<file path="config.mk">
export PLATFORM = sky130hd
export DESIGN_NAME = serial_adder16
export DESIGN_NICKNAME = d
export VERILOG_FILES = /design/src/rtl/serial_adder16.sv
export SDC_FILE = /design/constraint.sdc
export NUM_CORES = 1
export LEC_CHECK = 0
export CORE_MARGIN = 1.5
export CORE_UTILIZATION = 55
export DETAILED_ROUTE_END_ITERATION = 8
export GPL_TIMING_DRIVEN = 0
export PLACE_DENSITY_LB_ADDON = 0.1
export RECOVER_POWER = 25
export SLEW_MARGIN = 0
export SYNTH_ARGS = -nofsm -noshare
export SYNTH_HDL_FRONTEND = slang
export SYNTH_SLANG_ARGS = --single-unit
export TNS_END_PERCENT = 5
</file>
<file path="constraint.sdc">
create_clock -name clk -period 2.3 [get_ports clk]
set_input_delay 0.345 -clock clk [delete_from_list [all_inputs] [get_ports clk]]
set_output_delay 0.345 -clock clk [all_outputs]
set_load 0.05 [all_outputs]
</file>
<file path="src/rtl/serial_adder16.sv">
// Bit-serial N-bit adder: one fulladder1 cell, one bit per clock, LSB first.
// All state lives in dff cells; start/busy/done handshake.

module dff #(
   parameter int              W  = 1,
   parameter logic [W-1:0]    RV = '0
) (
   input  logic         clk,
   input  logic         rst,
   input  logic [W-1:0] d,
   output logic [W-1:0] q
);
   always_ff @(posedge clk) begin
      if (rst) q <= RV;
      else     q <= d;
   end
endmodule

module fulladder1 (
   input  logic a,
   input  logic b,
   input  logic ci,
   output logic s,
   output logic co
);
   assign s  = a ^ b ^ ci;
   assign co = (a & b) | (ci & (a ^ b));
endmodule

module serial_adder16 #(
   parameter int N  = 16,
   parameter int CW = 5
) (
   input  logic         clk,
   input  logic         rst,
   input  logic         start,
   input  logic [N-1:0] A,
   input  logic [N-1:0] B,
   input  logic         Cin,
   output logic         busy,
   output logic         done,
   output logic [N-1:0] Sum,
   output logic         Cout,
   output logic         Ofl
);
   typedef enum logic [1:0] {
      S_IDLE = 2'd0,
      S_RUN  = 2'd1,
      S_DONE = 2'd2
   } state_t;

   logic [1:0]    r_state;
   logic [N-1:0]  r_a;
   logic [N-1:0]  r_b;
   logic [N-1:0]  r_ps;
   logic [CW-1:0] r_cnt;
   logic          r_carry;
   logic [N-1:0]  r_sum;
   logic          r_cout;
   logic          r_ofl;

   logic [1:0]    w_state_d;
   logic [N-1:0]  w_a_d;
   logic [N-1:0]  w_b_d;
   logic [N-1:0]  w_ps_d;
   logic [N-1:0]  w_ps_sh;
   logic [CW-1:0] w_cnt_d;
   logic          w_carry_d;
   logic [N-1:0]  w_sum_d;
   logic          w_cout_d;
   logic          w_ofl_d;
   logic          w_s;
   logic          w_co;
   logic          w_idle;
   logic          w_run;
   logic          w_dn;
   logic          w_acc;
   logic          w_last;

   fulladder1 u_fa (
      .a  (r_a[0]),
      .b  (r_b[0]),
      .ci (r_carry),
      .s  (w_s),
      .co (w_co)
   );

   assign w_idle  = (r_state == S_IDLE);
   assign w_run   = (r_state == S_RUN);
   assign w_dn    = (r_state == S_DONE);
   assign w_acc   = start & (w_idle | w_dn);
   assign w_last  = w_run & (r_cnt == CW'(N - 1));
   assign w_ps_sh = {w_s, r_ps[N-1:1]};

   always_comb begin
      w_state_d = S_IDLE;
      unique case (r_state)
         S_IDLE:  w_state_d = w_acc  ? S_RUN  : S_IDLE;
         S_RUN:   w_state_d = w_last ? S_DONE : S_RUN;
         S_DONE:  w_state_d = w_acc  ? S_RUN  : S_IDLE;
         default: w_state_d = S_IDLE;
      endcase
   end

   always_comb begin
      w_a_d     = r_a;
      w_b_d     = r_b;
      w_carry_d = r_carry;
      w_cnt_d   = r_cnt;
      w_ps_d    = r_ps;
      if (w_acc) begin
         w_a_d     = A;
         w_b_d     = B;
         w_carry_d = Cin;
         w_cnt_d   = '0;
      end else if (w_run) begin
         w_a_d     = r_a >> 1;
         w_b_d     = r_b >> 1;
         w_carry_d = w_co;
         w_ps_d    = w_ps_sh;
         w_cnt_d   = w_last ? '0 : r_cnt + CW'(1);
      end
   end

   // On the last bit r_carry is the carry into the MSB.
   assign w_sum_d  = w_last ? w_ps_sh         : r_sum;
   assign w_cout_d = w_last ? w_co            : r_cout;
   assign w_ofl_d  = w_last ? (r_carry ^ w_co) : r_ofl;

   dff #(.W(2))  u_st  (.clk, .rst, .d(w_state_d), .q(r_state));
   dff #(.W(N))  u_a   (.clk, .rst, .d(w_a_d),     .q(r_a));
   dff #(.W(N))  u_b   (.clk, .rst, .d(w_b_d),     .q(r_b));
   dff #(.W(N))  u_ps  (.clk, .rst, .d(w_ps_d),    .q(r_ps));
   dff #(.W(CW)) u_cnt (.clk, .rst, .d(w_cnt_d),   .q(r_cnt));
   dff #(.W(1))  u_cy  (.clk, .rst, .d(w_carry_d), .q(r_carry));
   dff #(.W(N))  u_sum (.clk, .rst, .d(w_sum_d),   .q(r_sum));
   dff #(.W(1))  u_co  (.clk, .rst, .d(w_cout_d),  .q(r_cout));
   dff #(.W(1))  u_of  (.clk, .rst, .d(w_ofl_d),   .q(r_ofl));

   assign busy = w_run;
   assign done = w_dn;
   assign Sum  = r_sum;
   assign Cout = r_cout;
   assign Ofl  = r_ofl;
endmodule

</file>
==> out/results.ini <==
[timing]
slew_viol_final=0
rsz0062_at_grt=no
period_minus_slack_ns=2.169
fin_ws_ns=0.1306
clock.fmax_mhz=460.9
worst_hold_slack_ns=0.4546
slew_headroom_pct=64.72
setup_viol=0
finalSetupTns_ns=0
worst_pin_slew_ns=0.5292
fin_worst_skew_ns=0.01012
hold_viol=0
fin_crit_sh_pct=94.32

[grt]
antenna_found_initial=0
grt-ovfl-total=0
track_usage_pct=25.64
grt_max_degree=14
grt_first_pass_wirelength_um=10800
first_global_vias=2365

[critical_path]
cp.arrival_ns=1.82
critPathMaxFanout=10
cp.required_ns=1.96
end_kind=output pin
worst_setup_path_start_kind=register
critPathKind=reg -> out

[floorplan]
initial_core_util_pct=57.08
chipWidth_um=75.81
die_y_um=75.81
num_rows=26
die_area_mm2=0.005746
ios=56
core_area_mm2=0.005107

[detailed_routing]
wl_per_cell_um=13.91
vias=2636
ant_nets=0
vias_per_cell=5.391
drc=0
drt_iter0_drc=150
routed_wl_um=6802
dr.pass1.iters=7

[synthesis]
synth_edf_count=0
syn_nets=386
ys_seq_elements=73
synthTopCellsByArea=dfxtp_1 (50%), nand2_1 (14%), mux2i_1 (6.9%)
synth_top_area_share_pct=50.13
synth-simple-area-share_pct=20.52
synthCells=348
synth_fa_ha_area_share_pct=1.116
synth_most_common_cell=nand2_1
ys_warn_count=0
synth_common_cells=nand2_1 (108), dfxtp_1 (73), a21oi_1 (21), o21ai_0 (21)
synthXorXnorAreaFrac_pct=0.6009
synthArstFlopShare_pct=0
synth_top_cell_by_area=dfxtp_1
ys.flop_type=dfxtp_1
synth.area.mux_share_pct=6.867
synth_top_family_by_area=simple AND/OR/NAND/NOR gates
synth_area_mm2=0.002915
synth-compound-area-share_pct=14.89
ys_seq_area_share_pct=50.13
synthDistinctLibCells=30
synth.avg_cell_area_um2=8.377

[layout]
n_antenna_cell=0
drive_above_1_share_pct=6.921
stdcell_area_mm2=0.003800
area_growth_pct=30.34
nNetsFinal=452

[job]
maxCapViolCount=0

[power]
p_total_mw=2.903
p_per_area_mw_per_mm2=764.1
leakagePower_nw=1.302
ir_worst_vdd_uv=456.7

[clocking]
clockBufferDepth=2
cts_tree=built
cts_hold_buf=0
cts_max_level=3
insertion_delay_ns=0.36
path_clk_slew_ns=0.07
numClockSinks=73
cts_buffers=9
cts_root_buf=clkbuf_8

[placement]
pre_cts_ws_ns=0.2094
port_buffers=55
gp_congestion=0.8328
hpwl_um=4555
dpl_cell_area_mm2=0.003553

[hold_path]
hp-class=reg -> reg

[run_status]
status=complete, no violations

final timing paths:
kind	startpoint	slack, ns	depth (start not counted)	to
max	u_st.q[0]$_SDFF_PP0_	0.13	5	busy
min	u_of.q$_SDFFE_PP0P_	0.45	2	u_of.q$_SDFFE_PP0P_
max reg2reg	u_cnt.q[0]$_SDFFE_PP0P_	0.70	6	u_sum.q[9]$_SDFFE_PP0P_
min reg2reg	u_of.q$_SDFFE_PP0P_	0.45	2	u_of.q$_SDFFE_PP0P_
power by group:
part           total, mW  switching [mW]  internal (mW)
Combinational      0.306           0.174          0.132
Sequential          1.36          0.0344           1.32
Clock               1.24           0.488          0.753
logic make-up after synthesis:
group           Yosys count
simple gates            142
compound gates           76
mux                      20
flops                    73
fa+ha+maj                 2
buf+inv                  33
xor+xnor                  2
cell usage in the layout, fill, tap and decap left out, types with 2 or more instances in the layout:
cell and instances:
and2b_1 2, buf_2 8, nand2b_1 2, o22ai_1 9, a21oi_1 21, o21ai_0 21
bufinv_16 3, dlygate4sd3_1 2, dfxtp_1 73, buf_6 2, clkinv_4 2, clkbuf_8 10
clkdlybuf4s50_1 52, a31oi_1 19, nand3_1 5, a22oi_1 3, nor3_1 20, clkbuf_1 19
inv_1 2, mux2i_1 20, nand2_1 108, xor2_1 2
worst max-delay path, cell delays in order, from the launching register on:
cell and delay [ns]:
dfxtp_1 0.38, nand2b_1 0.08, buf_6 0.14, inv_2 0.11, buf_2 0.23, clkdlybuf4s15_1 0.53
cell type report:
cell class	instances	area, um^2
Clock buffer	10	137.6
Timing Repair Buffer	55	550.5
Tap cell	70	87.58
Buffer	30	153.9
Clock inverter	6	115.1
Multi-Input combinational cell	242	1282
Sequential cell	73	1461
Fill cell	409	1308
Inverter	3	11.26
per-stage QoR:
stage	cells	utilization, %
floorplan	348	-
global placement	473	69.57
detailed placement	473	69.57
CTS	489	74.50
global route	489	74.40
finish	489	74.40
routing by layer:
metal / vias to the layer above / global-route usage, % / wire length [um]
li1: 1324 / - / -
met4: 0 / 11.51 / 136
met1: 1224 / 32.26 / 3020
met5: - / 0 / 0
met2: 77 / 41.45 / 3258
met3: 11 / 6.481 / 385
sequential cells by signal, indices dropped and copies added (netlist names):
signal,flops
u_a.q,16
u_b.q,16
u_cnt.q,5
u_co.q,1
u_cy.q,1
u_of.q,1
u_ps.q,15
u_st.q,2
u_sum.q,16
what timing repair did:
item | 4_1_cts | 5_1_grt
gates resized for setup | 1 | 1
setup buffers | 0 | 0
endpoints found under the setup margin | 1 | 1
Power figures use the tool's default switching activity.
